<file path="src/rtl/biriq_hpm_pkg.sv">
// Shared definitions for the hardware performance-monitor unit: CSR address bases,
// mhpmeventh bit positions, the per-counter event record and small decode helpers.
package biriq_hpm_pkg;

   localparam logic [11:0] ADDR_MHPMCOUNTER  = 12'hB00;
   localparam logic [11:0] ADDR_MHPMCOUNTERH = 12'hB80;
   localparam logic [11:0] ADDR_HPMCOUNTER   = 12'hC00;
   localparam logic [11:0] ADDR_HPMCOUNTERH  = 12'hC80;
   localparam logic [11:0] ADDR_MHPMEVENT    = 12'h320;
   localparam logic [11:0] ADDR_MHPMEVENTH   = 12'h720;

   localparam int EVTH_OF_BIT   = 31;
   localparam int EVTH_MINH_BIT = 30;
   localparam int EVTH_SINH_BIT = 29;
   localparam int EVTH_UINH_BIT = 28;

   typedef struct packed {
      logic       of;
      logic       minh;
      logic       uinh;
      logic [4:0] sel;
   } hpm_evt_t;

   typedef enum logic [2:0] {
      REGION_NONE,
      REGION_MCNT,
      REGION_MCNTH,
      REGION_CNT,
      REGION_CNTH,
      REGION_EVT,
      REGION_EVTH
   } hpm_region_e;

   // Each HPM range is 32 entries aligned to 32; entries 0..2 belong to csrfile.
   function automatic logic in_range(logic [11:0] addr, logic [11:0] base);
      return ((addr & 12'hFE0) == base) && (addr[4:0] >= 5'd3);
   endfunction

   function automatic logic [31:0] evth_word(hpm_evt_t evt);
      logic [31:0] word;
      word                = '0;
      word[EVTH_OF_BIT]   = evt.of;
      word[EVTH_MINH_BIT] = evt.minh;
      word[EVTH_SINH_BIT] = 1'b0;
      word[EVTH_UINH_BIT] = evt.uinh;
      return word;
   endfunction

endpackage

</file>
<file path="src/rtl/hpm_counter.sv">
// One HPM counter: event select, mode/inhibit gating, wrap with overflow detect,
// and the CSR write port for its counter halves and event registers.
module hpm_counter
   import biriq_hpm_pkg::*;
#(
   parameter int COUNTER_WIDTH = 40,
   parameter int NUM_EVENTS    = 16
)(
   input  logic                    cpu_clock_i,
   input  logic                    cpu_reset_i,
   input  logic [2*NUM_EVENTS-1:0] events_i,
   input  logic                    privilege_i,
   input  logic                    inhibit,
   input  logic                    wr_lo,
   input  logic                    wr_hi,
   input  logic                    wr_evt,
   input  logic                    wr_evth,
   input  logic [31:0]             wr_data,
   output logic [63:0]             count,
   output hpm_evt_t                evt,
   output logic                    of_set
);

   logic [COUNTER_WIDTH-1:0] count_q;
   hpm_evt_t                 evt_q;
   logic [63:0]              events_pad;
   logic                     inhibited;
   logic [1:0]               incr;
   logic [COUNTER_WIDTH:0]   sum;
   logic                     cnt_wr;
   logic                     overflow;

   // Zero padding makes selectors beyond NUM_EVENTS pick a constant zero increment.
   assign events_pad = 64'(events_i);
   assign inhibited  = inhibit | (evt_q.minh & privilege_i) | (evt_q.uinh & ~privilege_i);
   assign incr       = inhibited ? 2'd0 : events_pad[{evt_q.sel, 1'b0} +: 2];
   assign sum        = {1'b0, count_q} + {{(COUNTER_WIDTH-1){1'b0}}, incr};
   assign cnt_wr     = wr_lo | wr_hi;
   assign overflow   = sum[COUNTER_WIDTH] & ~cnt_wr;

   // NOTE: sequential state uses non-blocking assignments so every register samples pre-edge values.
   always_ff @(posedge cpu_clock_i) begin
      if (cpu_reset_i) begin
         count_q <= '0;
         evt_q   <= '0;
      end else begin
         if (!cnt_wr) count_q <= sum[COUNTER_WIDTH-1:0];
         if (wr_lo)   count_q[31:0] <= wr_data;
         if (wr_hi)   count_q[COUNTER_WIDTH-1:32] <= wr_data[COUNTER_WIDTH-33:0];
         if (wr_evt)  evt_q.sel <= wr_data[4:0];
         if (wr_evth) begin
            evt_q.minh <= wr_data[EVTH_MINH_BIT];
            evt_q.uinh <= wr_data[EVTH_UINH_BIT];
         end
         // A same-cycle overflow must not be lost to an eventh write clearing OF.
         evt_q.of <= (wr_evth ? wr_data[EVTH_OF_BIT] : evt_q.of) | overflow;
      end
   end

   assign of_set = overflow & ~evt_q.of;
   assign count  = 64'(count_q);
   assign evt    = evt_q;

endmodule

</file>
<file path="src/rtl/hpm_unit.sv">
// HPM CSR block beside csrfile: decodes the HPM address ranges, checks privilege,
// muxes read data and registers the request response and the overflow interrupt pulse.
module hpm_unit
   import biriq_hpm_pkg::*;
#(
   parameter int NUM_COUNTERS  = 4,
   parameter int COUNTER_WIDTH = 40,
   parameter int NUM_EVENTS    = 16
)(
   input  logic                    cpu_clock_i,
   input  logic                    cpu_reset_i,
   input  logic                    hpm_valid_i,
   input  logic [11:0]             hpm_address_i,
   input  logic                    hpm_wr_en_i,
   input  logic [31:0]             hpm_wr_data_i,
   output logic                    hpm_hit_o,
   output logic [31:0]             hpm_rd_data_o,
   output logic                    hpm_done_o,
   output logic                    hpm_excp_o,
   output logic [31:0]             hpm_data_o,
   input  logic                    privilege_i,
   input  logic [28:0]             mcountinhibit_i,
   input  logic [28:0]             mcounteren_i,
   input  logic [2*NUM_EVENTS-1:0] events_i,
   output logic                    lcofi_set_o
);

   hpm_region_e             region;
   logic [4:0]              idx;
   logic [63:0]             cnt_arr [NUM_COUNTERS];
   hpm_evt_t                evt_arr [NUM_COUNTERS];
   logic [NUM_COUNTERS-1:0] of_set;
   logic [63:0]             sel_cnt;
   hpm_evt_t                sel_evt;
   logic                    excp;
   logic                    wr_go;
   logic                    unused_inhibit;

   assign idx            = hpm_address_i[4:0];
   assign unused_inhibit = ^mcountinhibit_i;

   // NOTE: every always_comb output gets a default first so no path can infer a latch.
   always_comb begin
      region = REGION_NONE;
      if      (in_range(hpm_address_i, ADDR_MHPMCOUNTER))  region = REGION_MCNT;
      else if (in_range(hpm_address_i, ADDR_MHPMCOUNTERH)) region = REGION_MCNTH;
      else if (in_range(hpm_address_i, ADDR_HPMCOUNTER))   region = REGION_CNT;
      else if (in_range(hpm_address_i, ADDR_HPMCOUNTERH))  region = REGION_CNTH;
      else if (in_range(hpm_address_i, ADDR_MHPMEVENT))    region = REGION_EVT;
      else if (in_range(hpm_address_i, ADDR_MHPMEVENTH))   region = REGION_EVTH;
   end

   assign hpm_hit_o = (region != REGION_NONE);

   // Unimplemented indices fall through with zero, which is exactly their read value.
   always_comb begin
      sel_cnt = '0;
      sel_evt = '0;
      for (int i = 0; i < NUM_COUNTERS; i++) begin
         if (int'(idx) == i + 3) begin
            sel_cnt = cnt_arr[i];
            sel_evt = evt_arr[i];
         end
      end
   end

   always_comb begin
      hpm_rd_data_o = '0;
      case (region)
         REGION_MCNT,  REGION_CNT:  hpm_rd_data_o = sel_cnt[31:0];
         REGION_MCNTH, REGION_CNTH: hpm_rd_data_o = sel_cnt[63:32];
         REGION_EVT:                hpm_rd_data_o = {27'b0, sel_evt.sel};
         REGION_EVTH:               hpm_rd_data_o = evth_word(sel_evt);
         default:                   hpm_rd_data_o = '0;
      endcase
   end

   always_comb begin
      excp = 1'b0;
      case (region)
         REGION_MCNT, REGION_MCNTH, REGION_EVT, REGION_EVTH:
            excp = ~privilege_i;
         REGION_CNT, REGION_CNTH:
            excp = hpm_wr_en_i | (~privilege_i & ~mcounteren_i[idx - 5'd3]);
         default:
            excp = 1'b0;
      endcase
   end

   assign wr_go = hpm_valid_i & hpm_wr_en_i & hpm_hit_o & ~excp;

   for (genvar i = 0; i < NUM_COUNTERS; i++) begin : g_counter
      logic wr_this;
      assign wr_this = wr_go & (int'(idx) == i + 3);

      hpm_counter #(
         .COUNTER_WIDTH (COUNTER_WIDTH),
         .NUM_EVENTS    (NUM_EVENTS)
      ) u_counter (
         .cpu_clock_i (cpu_clock_i),
         .cpu_reset_i (cpu_reset_i),
         .events_i    (events_i),
         .privilege_i (privilege_i),
         .inhibit     (mcountinhibit_i[i]),
         .wr_lo       (wr_this & (region == REGION_MCNT)),
         .wr_hi       (wr_this & (region == REGION_MCNTH)),
         .wr_evt      (wr_this & (region == REGION_EVT)),
         .wr_evth     (wr_this & (region == REGION_EVTH)),
         .wr_data     (hpm_wr_data_i),
         .count       (cnt_arr[i]),
         .evt         (evt_arr[i]),
         .of_set      (of_set[i])
      );
   end

   always_ff @(posedge cpu_clock_i) begin
      if (cpu_reset_i) begin
         hpm_done_o  <= 1'b0;
         hpm_excp_o  <= 1'b0;
         hpm_data_o  <= '0;
         lcofi_set_o <= 1'b0;
      end else begin
         hpm_done_o  <= hpm_valid_i;
         hpm_excp_o  <= hpm_valid_i & excp;
         if (hpm_valid_i) hpm_data_o <= hpm_rd_data_o;
         lcofi_set_o <= |of_set;
      end
   end

endmodule

</file>
<file path="config.mk">
export PLATFORM = sky130hd
export DESIGN_NAME = hpm_unit
export DESIGN_NICKNAME = d
export VERILOG_FILES = /design/src/rtl/biriq_hpm_pkg.sv /design/src/rtl/hpm_counter.sv /design/src/rtl/hpm_unit.sv
export SDC_FILE = /design/constraint.sdc
export NUM_CORES = 1
export LEC_CHECK = 0
export BUFFER_PORTS_ARGS = -buffer_cell sky130_fd_sc_hd__buf_2
export CORE_ASPECT_RATIO = 2
export CORE_UTILIZATION = 50
export DETAILED_ROUTE_END_ITERATION = 8
export PLACE_DENSITY = 0.71
export SETUP_SLACK_MARGIN = 0.15
export SYNTH_ARGS = -nofsm -noshare
export SYNTH_HDL_FRONTEND = slang
export SYNTH_SLANG_ARGS = --single-unit
</file>
<file path="constraint.sdc">
create_clock -name cpu_clock_i -period 4.7 [get_ports cpu_clock_i]
set_input_delay 0 -clock cpu_clock_i [delete_from_list [all_inputs] [get_ports cpu_clock_i]]
set_output_delay 0 -clock cpu_clock_i [all_outputs]
set_load 0.005 [all_outputs]
</file>
==> flow_summary.json, run 1 <==
{
  "status": "finished, violations left",
  "failed_checks": "slew limit",
  "setup_slack_ns": 0.490,
  "finalMaxSlewViolations": 1,
  "ios": 207,
  "dpl_cell_area_mm2": 0.0169,
  "critPathKind": "flip-flop to flip-flop",
  "multi_input_area_mm2": 0.0103,
  "fill_cells": 2908,
  "antenna_found_initial": 1,
  "wl_met1_um": 22700,
  "antenna_left": 0,
  "dpl.hpwl_um": 50500,
  "rows": 91,
  "route.met2.wl_um": 32200,
  "first_pass_iters": 7,
  "yosysWarnings": 0,
  "ys_seq_area_frac": 0.291,
  "leakagePower_uw": 0.00683,
  "grt_usage": 0.439,
  "min_period_ns": 4.21,
  "grt_pass1_vias": 16858,
  "gp_congestion": 1.04,
  "clk_latency_ns": 0.55,
  "drc": 0,
  "insertedDiodeCount": 0,
  "relSlewSlack": -0.0736,
  "skew_ns": 0.0175,
  "ys.flop_type": "dfxtp_1",
  "mostFrequentLayoutCells": "247 x nor2_1, 227 x dfxtp_1, 180 x buf_2",
  "vias_per_cell": 7.04,
  "cts_resized": 0,
  "async_flop_share": 0,
  "die_area_mm2": 0.0319,
  "worst_setup_path_end_kind": "flip-flop",
  "start_kind": "flip-flop",
  "drt_iter0_drc": 2092,
  "seq_area_mm2": 0.00454,
  "setup_viol": 0,
  "drt_wl_total_um": 71000,
  "cts_tree": "built",
  "syn_to_final_growth_pct": 15.6,
  "cts_made_buffers": 23,
  "grt_overflow": 0,
  "fin_area_mm2": 0.0180,
  "rsz0062_at_grt": "no",
  "htreeDepth": 1,
  "drv_cap": 0,
  "power_density_mw_per_mm2": 250,
  "max_freq_mhz": 238,
  "critical_path.max_fanout": 8,
  "syn_inst": 1942,
  "worst_pin_slew_ns": 1.61,
  "fin_crit_sh": 0.896,
  "top_layer_used": "met5",
  "vdd_drop_max_v": 0.000231,
  "syn_avg_cell_area_um2": 8.03,
  "worstPathRequired_ns": 5.12,
  "preCtsSetupSlack_ns": 0.591,
  "synth-edff-count": 0,
  "clk_pin_slew_ns": 0.06,
  "cts_root_buffer": "clkbuf_16",
  "hold_class": "input pin to flip-flop",
  "port_buffers": 181,
  "core_mm2": 0.0307,
  "vias": 17562,
  "mostFrequentLayoutCell": "nor2_1",
  "syn_nets": 2101,
  "syn_area_mm2": 0.0156,
  "grt_pass1_wl_um": 104000,
  "cp_data_arrival_time_ns": 4.62,
  "yosysUniqueCellTypes": 102,
  "clkSinkCount": 227,
  "die_x_um": 127,
  "routedWlPerCell_um": 28.5,
  "grt_max_degree": 79,
  "start_util": 0.507,
  "nets": 2267,
  "cts.path.max_buffers": 3,
  "finalSetupTns_ns": 0,
  "wl_met3_um": 6200,
  "utilization": 0.586,
  "die_y_um": 252,
  "ys_seq_elements": 227,
  "drive_above_1_share": 0.191,
  "hold_viol": 0
}
[routing by layer]
metal,vias to the layer above,track usage
li1,7662,-
met1,8293,0.447
met2,1183,0.703
met3,422,0.0791
met4,2,0.516
met5,-,0
[Yosys cell counts, drive strengths merged, types with 30 or more instances]
master,number,share of area
xor2,31,0.017
mux4,42,0.061
inv,40,0.0096
a21oi,136,0.046
and3,63,0.025
xnor2,52,0.029
nor2,260,0.065
a22oi,38,0.018
nor3,90,0.031
clkbuf,77,0.019
mux2i,38,0.024
dfxtp,227,0.29
a21o,30,0.015
nand2,157,0.039
buf,63,0.023
nand3,87,0.029
o22ai,43,0.018
a211oi,44,0.022
nand4,42,0.019
a221oi,55,0.031
o21ai,96,0.032
[layout make-up]
class	count	share of cell area
Multi-Input combinational cell	1535	0.570
Sequential cell	227	0.252
Timing Repair Buffer	281	0.0984
Clock buffer	33	0.0374
Tap cell	372	0.0258
Inverter	40	0.00833
Clock inverter	7	0.00764
[power by group]
group          total, µW  switching [µW]  internal, µW
Combinational        486             310           176
Sequential          1950            13.7          1940
Clock               2070             857          1210
[worst paths after layout]
kind	startpoint	end	slack (ns)	depth (start not counted)
setup / recovery	g_counter[2].u_counter.evt[0]$_SDFFE_PP0P_	g_counter[2].u_counter.count_q[39]$_SDFFE_PP0P_	0.49	14
hold / removal	mcountinhibit_i[0]	g_counter[0].u_counter.count_q[1]$_SDFFE_PP0P_	0.11	6
setup reg to reg	g_counter[2].u_counter.evt[0]$_SDFFE_PP0P_	g_counter[2].u_counter.count_q[39]$_SDFFE_PP0P_	0.49	14
hold reg to reg	g_counter[2].u_counter.evt[6]$_SDFFE_PP0P_	g_counter[2].u_counter.evt[6]$_SDFFE_PP0P_	0.48	2
[flip-flops by register name, summed over array words and instances (netlist names)]
name                         count
g_counter.u_counter.count_q    160
g_counter.u_counter.evt         32
hpm_data_o                      32
hpm_done_o                       1
hpm_excp_o                       1
lcofi_set_o                      1
[timing repair]
action / CTS / global route
hold buffers: 36 / 0
hold endpoints to repair: 155 / 0
buffers inserted: 0 / 0
[cells by family after synthesis]
| group | share of synthesized area |
|---|---|
| and+or+nand+nor | 0.258 |
| AOI/OAI and AO/OA | 0.248 |
| DFF | 0.291 |
| buffers and inverters | 0.0518 |
| xor gates and xnor gates | 0.0466 |
| muxes | 0.0858 |
| adders and majority gates | 0.0180 |
[worst max-delay path, stage by stage, from the launching register on]
cell and delay, ns:
dfxtp_1 0.55, buf_4 0.25, mux4_2 0.49, nor2b_1 0.14, a211oi_1 0.22, a211o_1 0.19
inv_1 0.06, ha_1 0.26, a21oi_1 0.14, nor3_1 0.33, and3_1 0.39, nor4b_4 0.53
a21oi_1 0.15, o21ai_0 0.24, o211ai_1 0.13
[metrics by stage]
step	cells	total power [µW]	hold slack, ns
2_1_floorplan	1942	2230	0.136
3_3_place_gp	2419	2420	0.324
3_5_place_dp	2419	2430	0.344
4_1_cts	2495	4480	0.122
5_1_grt	2495	4610	0.157
6_report	2495	4500	0.115
Note: power is estimated with default switching activity, not from simulation.
==> inputs of run 2 (changes only) <==
- CELL_PAD_IN_SITES_DETAIL_PLACEMENT: unset -> 0
- CELL_PAD_IN_SITES_GLOBAL_PLACEMENT: unset -> 1
- CORE_UTILIZATION: 50 -> 44
- PLACE_DENSITY: 0.71 -> unset
- PLACE_DENSITY_LB_ADDON: unset -> 0.1
- SLEW_MARGIN: unset -> 0
==> run 2 against run 1 <==
Net effect:
- the run now ends clean
- flip-flop and latch count stayed put
- fmax is 2.0% lower
- power is 2.8% lower
- via count is 2.3% lower
- clock skew fell by 0.0078 ns
- largest cell class unchanged
==> flow_summary.json, run 2 (synthesis gave the netlist of run 1 again) <==
{
  "status": "completed",
  "clk_pin_slew_ns": 0.06,
  "hold_path_depth": 6,
  "fin_crit_sh": 0.914,
  "min_period_ns": 4.30,
  "drv_cap": 0,
  "largest_reg_flops": 160,
  "grt_max_degree": 71,
  "mostFrequentLayoutCell": "nor2_1",
  "rsz0062_at_grt": "no",
  "grt_pass1_vias": 16513,
  "nets": 2273,
  "whs_ns": 0.121,
  "fin_cells": 2575,
  "setup_viol": 0,
  "worst_setup_path_end_kind": "flip-flop",
  "power_density_mw_per_mm2": 242,
  "finalMaxSlewViolations": 0,
  "fill_cells": 3473,
  "reg2regPathDepth": 12,
  "clkSinkCount": 227,
  "cts.path.max_buffers": 3,
  "worstPathRequired_ns": 5.17,
  "drt_iter0_drc": 1533,
  "hold_class": "input pin to flip-flop",
  "start_kind": "flip-flop",
  "leakagePower_uw": 0.00682,
  "antenna_left": 0,
  "syn_to_final_growth_pct": 15.9,
  "top_register": "g_counter.u_counter.count_q",
  "max_freq_mhz": 233,
  "ios": 207,
  "worst_pin_slew_ns": 1.37,
  "core_mm2": 0.0350,
  "cts_made_buffers": 25,
  "drive_above_1_share": 0.193,
  "post-cts-setup-buffers": 0,
  "die_y_um": 268,
  "grt_usage": 0.401,
  "dp_cells": 2495,
  "drt_wl_total_um": 72700,
  "cts_tree": "built",
  "insertedDiodeCount": 0,
  "vdd_drop_max_v": 0.000264,
  "die_x_um": 135,
  "cts_resized": 0,
  "dpl.hpwl_um": 53400,
  "finalSetupTns_ns": 0,
  "antenna_found_initial": 0,
  "cp_data_arrival_time_ns": 4.77,
  "port_buffers": 181,
  "vias": 17151,
  "mostFrequentLayoutCells": "247 x nor2_1, 227 x dfxtp_1, 180 x buf_2",
  "hold_viol": 0,
  "gp_congestion": 0.960,
  "routedWlPerCell_um": 28.2,
  "vias_per_cell": 6.66,
  "critPathKind": "flip-flop to flip-flop",
  "clk_latency_ns": 0.55,
  "htreeDepth": 1,
  "start_util": 0.446,
  "first_pass_iters": 6,
  "critical_path.max_fanout": 10,
  "grt_pass1_wl_um": 106000,
  "cts_root_buffer": "clkbuf_16",
  "rows": 97,
  "relSlewSlack": 0.0845,
  "skew_ns": 0.00963,
  "drc": 0,
  "die_area_mm2": 0.0362,
  "grt_overflow": 0
}
-- run 2: final timing paths --
| path | from | end | slack [ns] |
|---|---|---|---|
| max | g_counter[1].u_counter.evt[0]$_SDFFE_PP0P_ | lcofi_set_o$_SDFF_PP0_ | 0.40 |
| min | mcountinhibit_i[0] | g_counter[0].u_counter.count_q[1]$_SDFFE_PP0P_ | 0.12 |
| max reg2reg | g_counter[1].u_counter.evt[0]$_SDFFE_PP0P_ | lcofi_set_o$_SDFF_PP0_ | 0.40 |
| min reg2reg | g_counter[2].u_counter.evt[5]$_SDFFE_PP0P_ | g_counter[2].u_counter.evt[5]$_SDFFE_PP0P_ | 0.47 |
-- run 2: layout make-up --
| type | instances | area [µm²] | area share |
|---|---|---|---|
| Tap cell | 445 | 557 | 0.0308 |
| Clock buffer | 33 | 696 | 0.0385 |
| Sequential cell | 227 | 4540 | 0.251 |
| Multi-Input combinational cell | 1535 | 10300 | 0.569 |
| Clock inverter | 10 | 57.6 | 0.00318 |
| Timing Repair Buffer | 285 | 1790 | 0.0991 |
| Inverter | 40 | 150 | 0.00831 |
-- run 2: per-layer routing --
metal / vias up / wire length [µm] / track usage
met1: 8207 / 24500 / 0.406
met4: 0 / 9020 / 0.439
met2: 945 / 34700 / 0.671
met5: - / 0 / 0
met3: 324 / 4560 / 0.0541
li1: 7675 / - / -
-- run 2: worst max-delay path, stage by stage, from the launching register on --
cell,delay [ns]
dfxtp_1,0.72
mux4_2,0.35
mux4_2,0.22
nor2b_1,0.14
ha_1,0.18
inv_1,0.05
fa_1,0.48
nand4b_1,0.26
nor2_1,0.47
and3_1,0.35
nand4_1,0.35
or2_2,0.46
a31oi_1,0.18
-- run 2: timing repair --
action,CTS,global route
endpoints found under the hold margin,149,0
setup endpoints to repair,0,0
hold buffers,36,0
-- run 2: through the flow --
stage / instance area (µm²) / worst slack [ns] / power, µW / utilization
3_5_place_dp: 17000 / 0.579 / 2440 / 0.485
5_1_grt: 18100 / 0.170 / 4490 / 0.517
3_3_place_gp: 17000 / 0.617 / 2440 / 0.485
2_1_floorplan: 15600 / 1.28 / 2230 / -
6_report: 18100 / 0.403 / 4380 / 0.517
4_1_cts: 18100 / 0.546 / 4370 / 0.517
-- run 2: where the power goes --
group          total [µW]  switching [µW]  internal (µW)
logic                 485             307            179
clock network        1940             900           1040
registers            1950            14.1           1940
